File: config.mk
export PLATFORM = sky130hd
export DESIGN_NAME = mc_fetch_regs
export DESIGN_NICKNAME = d
export VERILOG_FILES = /design/src/rtl/mc_pkg.sv /design/src/rtl/mc_imm_gen.sv /design/src/rtl/mc_fetch_regs.sv
export SDC_FILE = /design/constraint.sdc
export NUM_CORES = 1
export LEC_CHECK = 0
export ABC_AREA = 1
export CAP_MARGIN = 20
export CORE_AREA = 2 2 140 142
export CTS_CLUSTER_DIAMETER = 60
export DETAILED_ROUTE_END_ITERATION = 6
export DIE_AREA = 0 0 142 144
export PLACE_DENSITY = 0.77
export SLEW_MARGIN = 20
export SYNTH_ARGS = -nofsm -noshare
export SYNTH_HDL_FRONTEND = slang
export SYNTH_SLANG_ARGS = --single-unit
File: constraint.sdc
create_clock -name clk -period 5.35 [get_ports clk]
set_input_delay 1.07 -clock clk [delete_from_list [all_inputs] [get_ports clk]]
set_output_delay 1.07 -clock clk [all_outputs]
set_load 0.05 [all_outputs]
File: src/rtl/mc_pkg.sv
// Shared definitions for the multicycle RISC-V core: opcode constants used by
// the control FSM and datapath, PC-source encodings and immediate formats.
package mc_pkg;

    localparam int XLEN_DEFAULT = 32;

    // Team opcode map; OP_BRANCH intentionally differs from the base ISA encoding.
    localparam logic [6:0] OP_LOAD   = 7'b0000011;
    localparam logic [6:0] OP_IMM    = 7'b0010011;
    localparam logic [6:0] OP_STORE  = 7'b0100011;
    localparam logic [6:0] OP_RTYPE  = 7'b0110011;
    localparam logic [6:0] OP_BRANCH = 7'b1100111;

    localparam logic PCSRC_ALU    = 1'b0;
    localparam logic PCSRC_ALUOUT = 1'b1;

    typedef enum logic [1:0] {
        IMM_NONE = 2'd0,
        IMM_I    = 2'd1,
        IMM_S    = 2'd2,
        IMM_B    = 2'd3
    } imm_fmt_e;

    function automatic imm_fmt_e imm_fmt(input logic [6:0] op);
        case (op)
            OP_LOAD,
            OP_IMM:    return IMM_I;
            OP_STORE:  return IMM_S;
            OP_BRANCH: return IMM_B;
            default:   return IMM_NONE;
        endcase
    endfunction

endpackage

File: src/rtl/mc_imm_gen.sv
// Combinational immediate generator: selects the I/S/B field layout from the
// opcode and sign-extends to XLEN. Unknown opcodes and R-type yield zero.
module mc_imm_gen
    import mc_pkg::*;
#(
    parameter int XLEN = XLEN_DEFAULT
) (
    input  logic [31:0]     instr,
    output logic [XLEN-1:0] imm
);

    imm_fmt_e    fmt;
    logic [31:0] imm32;

    assign fmt = imm_fmt(instr[6:0]);

    // NOTE: imm32 gets a default before the case so no path leaves it unassigned,
    // which would otherwise infer a latch.
    always_comb begin
        imm32 = 32'h0000_0000;
        case (fmt)
            IMM_I: imm32 = {{20{instr[31]}}, instr[31:20]};
            IMM_S: imm32 = {{20{instr[31]}}, instr[31:25], instr[11:7]};
            IMM_B: imm32 = {{19{instr[31]}}, instr[31], instr[7],
                            instr[30:25], instr[11:8], 1'b0};
            default: imm32 = 32'h0000_0000;
        endcase
    end

    assign imm = XLEN'($signed(imm32));

endmodule

File: src/rtl/mc_fetch_regs.sv
// PC, IR, MDR and ALUOut register bank of the multicycle core, with IR decode,
// memory address mux, sticky PC-misalignment flag and instruction-fetch counter.
module mc_fetch_regs
    import mc_pkg::*;
#(
    parameter int              XLEN     = XLEN_DEFAULT,
    parameter logic [XLEN-1:0] RESET_PC = '0,
    parameter int              CNT_W    = 32
) (
    input  logic             clk,
    input  logic             reset,
    input  logic             IRWrite,
    input  logic             PCWrite,
    input  logic             PCWriteCond,
    input  logic             PCSource,
    input  logic             IorD,
    input  logic [XLEN-1:0]  mem_rdata,
    input  logic [XLEN-1:0]  alu_result,
    input  logic             alu_zero,
    output logic [XLEN-1:0]  pc,
    output logic [XLEN-1:0]  mem_addr,
    output logic [31:0]      instr,
    output logic [XLEN-1:0]  mdr,
    output logic [XLEN-1:0]  alu_out,
    output logic [6:0]       opcode,
    output logic [4:0]       rd,
    output logic [2:0]       funct3,
    output logic [4:0]       rs1,
    output logic [4:0]       rs2,
    output logic [6:0]       funct7,
    output logic [XLEN-1:0]  imm,
    output logic             pc_misaligned,
    output logic [CNT_W-1:0] fetch_count
);

    logic [XLEN-1:0]  pc_q, pc_d;
    logic [31:0]      instr_q, instr_d;
    logic [XLEN-1:0]  mdr_q, mdr_d;
    logic [XLEN-1:0]  alu_out_q, alu_out_d;
    logic             misaligned_q, misaligned_d;
    logic [CNT_W-1:0] fetch_count_q, fetch_count_d;

    logic             pc_en;
    logic [XLEN-1:0]  next_pc;

    always_comb begin
        pc_en   = PCWrite | (PCWriteCond & alu_zero);
        next_pc = (PCSource == PCSRC_ALUOUT) ? alu_out_q : alu_result;

        pc_d          = pc_en ? next_pc : pc_q;
        // The misaligned target is still loaded; only the flag records it.
        misaligned_d  = misaligned_q | (pc_en & (next_pc[1:0] != 2'b00));
        instr_d       = IRWrite ? mem_rdata[31:0] : instr_q;
        fetch_count_d = IRWrite ? fetch_count_q + CNT_W'(1) : fetch_count_q;
        mdr_d         = mem_rdata;
        alu_out_d     = alu_result;
    end

    // NOTE: state registers use non-blocking assignments so every flop samples
    // pre-edge values; this is what lets IR capture data addressed by the old PC
    // while PC advances on the same edge.
    always_ff @(posedge clk or posedge reset) begin
        if (reset) begin
            pc_q          <= RESET_PC;
            instr_q       <= 32'h0000_0000;
            mdr_q         <= '0;
            alu_out_q     <= '0;
            misaligned_q  <= 1'b0;
            fetch_count_q <= '0;
        end else begin
            pc_q          <= pc_d;
            instr_q       <= instr_d;
            mdr_q         <= mdr_d;
            alu_out_q     <= alu_out_d;
            misaligned_q  <= misaligned_d;
            fetch_count_q <= fetch_count_d;
        end
    end

    // Address mux is driven only by registered state, never by mem_rdata.
    assign mem_addr = IorD ? alu_out_q : pc_q;

    assign pc            = pc_q;
    assign instr         = instr_q;
    assign mdr           = mdr_q;
    assign alu_out       = alu_out_q;
    assign pc_misaligned = misaligned_q;
    assign fetch_count   = fetch_count_q;

    assign opcode = instr_q[6:0];
    assign rd     = instr_q[11:7];
    assign funct3 = instr_q[14:12];
    assign rs1    = instr_q[19:15];
    assign rs2    = instr_q[24:20];
    assign funct7 = instr_q[31:25];

    mc_imm_gen #(
        .XLEN (XLEN)
    ) u_imm_gen (
        .instr (instr_q),
        .imm   (imm)
    );

endmodule
; ---- Word-level counts from Yosys, hierarchy flattened
; Index checks and enable logic that the tools add are counted.
[totals]
ff_bits = 161
elab_cells = 24
inputBits = 72
output_inout_bits = 257
[classes]
reduce_logical = 2
mux = 4
addsub = 1
bitwise = 4
eq_ne = 7
[ops]
columns = cell, n
row1 = $pmux 32 s3, 1
row2 = $mux 32, 2
row3 = $add 32x1->32 const B, 1
row4 = $eq 7x2->1 const B, 1
row5 = $eq 7x5->1 const B, 1
row6 = $eq 7x6->1 const B, 1
row7 = $eq 7x7->1 const B, 1
row8 = $pmux 2 s3, 1
row9 = $eq 2x2->1 const B, 2
row10 = $and 1x1->1, 2
row11 = $eq 2x1->1 const B, 1
row12 = $or 1x1->1, 2
row13 = $reduce_bool 2->1, 1
row14 = $reduce_or 2->1, 1

; ---- Depth between registers and ports, before layout
[logic_depth]
word_depth = 5
ltp_mapped = 9
ltp_nobuf = 9

; ---- Modules after synthesis
; A second synthesis with hierarchy kept.
[unflattened]
hier_cells = 825
hier_area_um2 = 7255.7
[by_module_without_submodules]
columns = mod, n_inst, cells_per_inst, seq_area_each_um2, area_each_um2
row1 = mc_fetch_regs, 1, 743, 4028.9, 6795.3
row2 = mc_imm_gen, 1, 82, 0.0, 460.4

; ---- Worst setup path before layout
; OpenSTA, ideal clock, no wires.
[synth_timing]
path_type = register to output
from = register instr_q[2] (netlist: instr[2])
to = output imm[13]
t_arrival_ns = 2.946
t_required_ns = 4.280
path_buffers = 1
setup_slack_ns = 1.334
path_stages_with_launch = 7
path_cell_list = dfrtp_1 nor2_1 nand3_1 nor3_1 nor3_1 nor2_1 buf_4
[synth_between]
elab_chain_cells = 5
word_cells_on_any_way = 10
cone_classes = eq/ne: 7 / mux: 2 / reduce/logical: 1
[synth_rtl]
columns = item, line
row1 = "start, declared", mc_fetch_regs.sv:37  ; logic [31:0] instr_q, instr_d;
row2 = "start signal, assigned", mc_fetch_regs.sv:72  ; instr_q <= instr_d;
row3 = $eq 7x2->1 or $eq 7x5->1 (tied branches), mc_pkg.sv:25  ; case (op)
row4 = $reduce_or 2->1, mc_pkg.sv:25
row5 = $pmux 2 s3 (*), mc_pkg.sv:25
row6 = $eq 2x2->1 or $eq 2x1->1 (tied branches), mc_imm_gen.sv:21  ; case (fmt)
row7 = $pmux 32 s3 (*), mc_imm_gen.sv:21
row8 = "end, declared", mc_fetch_regs.sv:31  ; output logic [XLEN-1:0] imm,
; Every way passes the cells marked *; elsewhere a longest branch is shown, timed or not.

; ---- Worst setup path after layout
[layout_timing]
from = register instr_q[2] (netlist: instr[2])
to = output imm[18]
; The elaborated chain is that of the path after synthesis.

==> metrics.md <==
| Metric | Value |
|---|---|
| Total length of routed met2 wires | between 10,000 and 15,000 um |
| Peak ir drop on the vdd network | about 0.00026 V |
| Post-synth EDFFs | 0 |
| Peak fanout along the critical path | 20 |
| Share of the clock period used by the worst path after layout | 0.751 |
| Required time of the critical path | 4.28 ns |
| Proportion of total power due to net switching | 0.381 |
| Standard-cell rows | 51 |
| Clock transition at the registers of the reported paths | 0.07 ns |
| Met1 WL | 8770 um |
| Number of buffers inserted by port buffering | around 330 |
| Power spent charging and discharging nets | roughly 1400 uW |
| Status | complete, no violations |
| TritonCTS clock tree | done |
| Total setup buffers inserted after CTS | 0 |
| HPWL after DPL | ~16,000 um |
| Critical path launch point type | register |
| Final setup violating endpoints | 0 |
| Storage element area | between 4000 and 5000 sq um |
| Placeable core region | roughly 19,000 sq um |
| Setup total negative slack | 0 ns |
| Final Total Pwr | approximately 3700 uW |
| Bufs on Longest Clock Path | 2 |
| Sequential-to-total area share from yosys stat | 0.569 |
| Number of violations reported at the end of detailed-routing iteration 0 | roughly 330 |
| Vias in the first global route | 5,654 |
| Unrepaired setup endpoints after global routing | false |
| Area of the die | around 20,000 sq um |
| Clock sink count | between 150 and 200 |
| Post-synthesis cell area | a little over 7000 sq um |
| Weighted congestion reported at the end of routability-driven placement | around 0.87 |
| Maximum operating frequency | approximately 250 MHz |
| Mapped Avg Cell Area | 9.12 sq um |
| Post-cts hold buffer count | 0 |
| Drt wl/cell | about 16 um |
| Top_reg_cell synth | sky130_fd_sc_hd__dfrtp_1 |
| Ratio of total power to cell area | 346 nW/um^2 |
| CP arrival | around 3 ns |
| Deepest level of the CTS H-tree | 4 |
| Internal power summed over all cells | ~2300 uW |
| LEAKAGE | between 0.004 and 0.005 uW |
| Number of violations of the max-capacitance limit | 0 |
| Nets | approximately 1,100 |
| Net count of the mapped netlist | 850 |
| Final count of hold timing violations | 0 |
| Via count | between 6,000 and 7,000 |
| Initial Utilization | 0.371 |
| Slew of the pin with the lowest slew margin | 1.02 ns |
| Flops & latches, synth | between 150 and 200 |
| Kind of capture point of the worst setup path | output pin |
| Max-slew violation total from the final report | 0 |
| Class of the most critical hold timing path | reg -> reg |
| Mapped Cells | around 780 |
| Number of vias per cell | ~4.7 |
| First-pass GRT wire length | roughly 31,000 um |
| Worst slew margin relative to its limit | 0.320 |
| Relative area change from synthesis to final layout | 52.0% |
| Ratio of cells with drive above 1 in the final layout | 0.0603 |
| Source-to-sink clock delay at the later pin of the worst-skew pair | roughly 0.4 ns |
| Share of flip-flops with an asynchronous set or reset | 1.00 |
| Number of antenna violations at the first check in global routing | 1 |
| Total routing usage reported by global routing | 0.201 |
| Maximum number of pins on one net before global-route repair | ~160 |
| Combinational cell fraction of total power | 0.309 |
| Critical path class | reg -> out |
| ANT nets after route | 0 |
| DRT Pass-1 Iters | 5 |
| Highest metal layer with signal wires | met5 |
| Most common cell after layout, fill and taps aside | sky130_fd_sc_hd__clkdlybuf4s50_1 |
| Area taken by multi-input logic gates | between 2000 and 2500 sq um |
| DRC errors left | 0 |
| Sequential share of power | 0.379 |
| Min Clock Period, post-route | about 4.0 ns |
| Routed wire length on met3 | 1550 um |
| Most frequent cells in the layout | sky130_fd_sc_hd__clkdlybuf4s50_1 (325), sky130_fd_sc_hd__nand2_1 (187), sky130_fd_sc_hd__dfrtp_1 (161) |
| Die boundary width | roughly 140 um |
| Count of different cell masters after synthesis | 34 |
| Routed wire length | approximately 21,000 um |
| Post-CTS sizing | 0 |
| Number of buffers added by the clock tree synthesis step | 17 |
| Filler Cells Inserted | between 1,500 and 2,000 |
| Warnings, synthesis | 0 |
| Die Height | between 100 and 150 um |
| Root buffer cell | sky130_fd_sc_hd__clkbuf_16 |
| Clock tree skew after final layout | 0.00986 ns |
| Total congestion overflow | 0 |
| Number of top-level pins | approximately 330 |
| Clock network fraction of total power | 0.311 |
-- synth_stat cells, types with 5 or more instances --
cell                         n  area share
sky130_fd_sc_hd__buf_2       5      0.0035
sky130_fd_sc_hd__nand3_1    12      0.0085
sky130_fd_sc_hd__nor2_2      6      0.0053
sky130_fd_sc_hd__xor2_1     11       0.014
sky130_fd_sc_hd__clkbuf_1   20       0.011
sky130_fd_sc_hd__nand2_1   187       0.099
sky130_fd_sc_hd__o21ai_0    84       0.059
sky130_fd_sc_hd__nand4_1    13       0.011
sky130_fd_sc_hd__o211ai_1   31       0.033
sky130_fd_sc_hd__dfrtp_1   161        0.57
sky130_fd_sc_hd__nor2_1     31       0.016
sky130_fd_sc_hd__nor3_1      6      0.0042
sky130_fd_sc_hd__buf_4      52       0.055
sky130_fd_sc_hd__xnor2_1     8      0.0099
sky130_fd_sc_hd__inv_1     115       0.061
-- flip-flops by register name, indices dropped and copies added (netlist names) --
| signal | cells |
|---|---|
| pc_misaligned | 1 |
| mdr | 32 |
| alu_out | 32 |
| instr | 32 |
| pc | 32 |
| fetch_count | 32 |
-- final cells by class --
class / count / area share
Inverter: 117 / 0.0411
Clock buffer: 18 / 0.0408
Multi-Input combinational cell: 420 / 0.197
Clock inverter: 13 / 0.0114
Timing Repair Buffer: 332 / 0.308
Sequential cell: 161 / 0.374
Antenna cell: 2 / 0.000465
Tap cell: 238 / 0.0277
-- per-layer routing --
metal	vias up	GRT usage
met5	-	0
met4	2	0.0647
met3	18	0.0616
met2	225	0.333
met1	2896	0.253
li1	2939	-
-- critical path, cell delays in order (launching register included) --
cell and delay [ns]:
sky130_fd_sc_hd__dfrtp_1 0.44, sky130_fd_sc_hd__nor2_1 0.12, sky130_fd_sc_hd__nand3_1 0.11, sky130_fd_sc_hd__nor3_1 0.35, sky130_fd_sc_hd__nor3_1 0.25, sky130_fd_sc_hd__nor2_1 0.14, sky130_fd_sc_hd__buf_4 0.26, sky130_fd_sc_hd__clkdlybuf4s50_1 0.85
-- stage by stage --
step	instances	setup WS [ns]	util	hold WS (ns)	instance area, sq um
3_3_place_gp	1268	1.49	0.535	0.458	10200
2_1_floorplan	777	1.33	-	0.762	7090
6_report	1301	1.33	0.564	0.475	10800
3_5_place_dp	1268	1.46	0.535	0.459	10200
5_1_grt	1300	1.11	0.564	0.492	10800
4_1_cts	1299	1.34	0.564	0.477	10800
-- path summary, 6_finish.rpt --
path / from / end / slack (ns) / cells after the start
worst max-delay path: instr[2] / imm[18] / 1.33 / 7
worst min-delay path: pc_misaligned / pc_misaligned / 0.48 / 1
worst max register to register: fetch_count[0] / fetch_count[24] / 3.72 / 8
worst min register to register: pc_misaligned / pc_misaligned / 0.48 / 1
max in group asynchronous: reset / fetch_count[13] / 3.44 / 3
min in group asynchronous: reset / pc[24] / 1.24 / 3
-- logic make-up after synthesis --
family	Yosys count	share of synthesized area
and+or+nand+nor	273	0.169
adders and majority gates	1	0.00177
buffers and inverters	196	0.132
muxes	2	0.00318
xor gates and xnor gates	19	0.0235
DFF	161	0.569
AOI/OAI and AO/OA	125	0.101
-- power groups by stage --
stage / Sequential (uW) / Combinational (uW) / Clock, uW
4_1_cts: 1410 / 1160 / 1190
6_report: 1410 / 1150 / 1160
5_1_grt: 1430 / 1210 / 1240
2_1_floorplan: 1780 / 407 / 0
3_3_place_gp: 1430 / 1150 / 0
3_5_place_dp: 1440 / 1160 / 0
(Power assumes the default switching activity.)
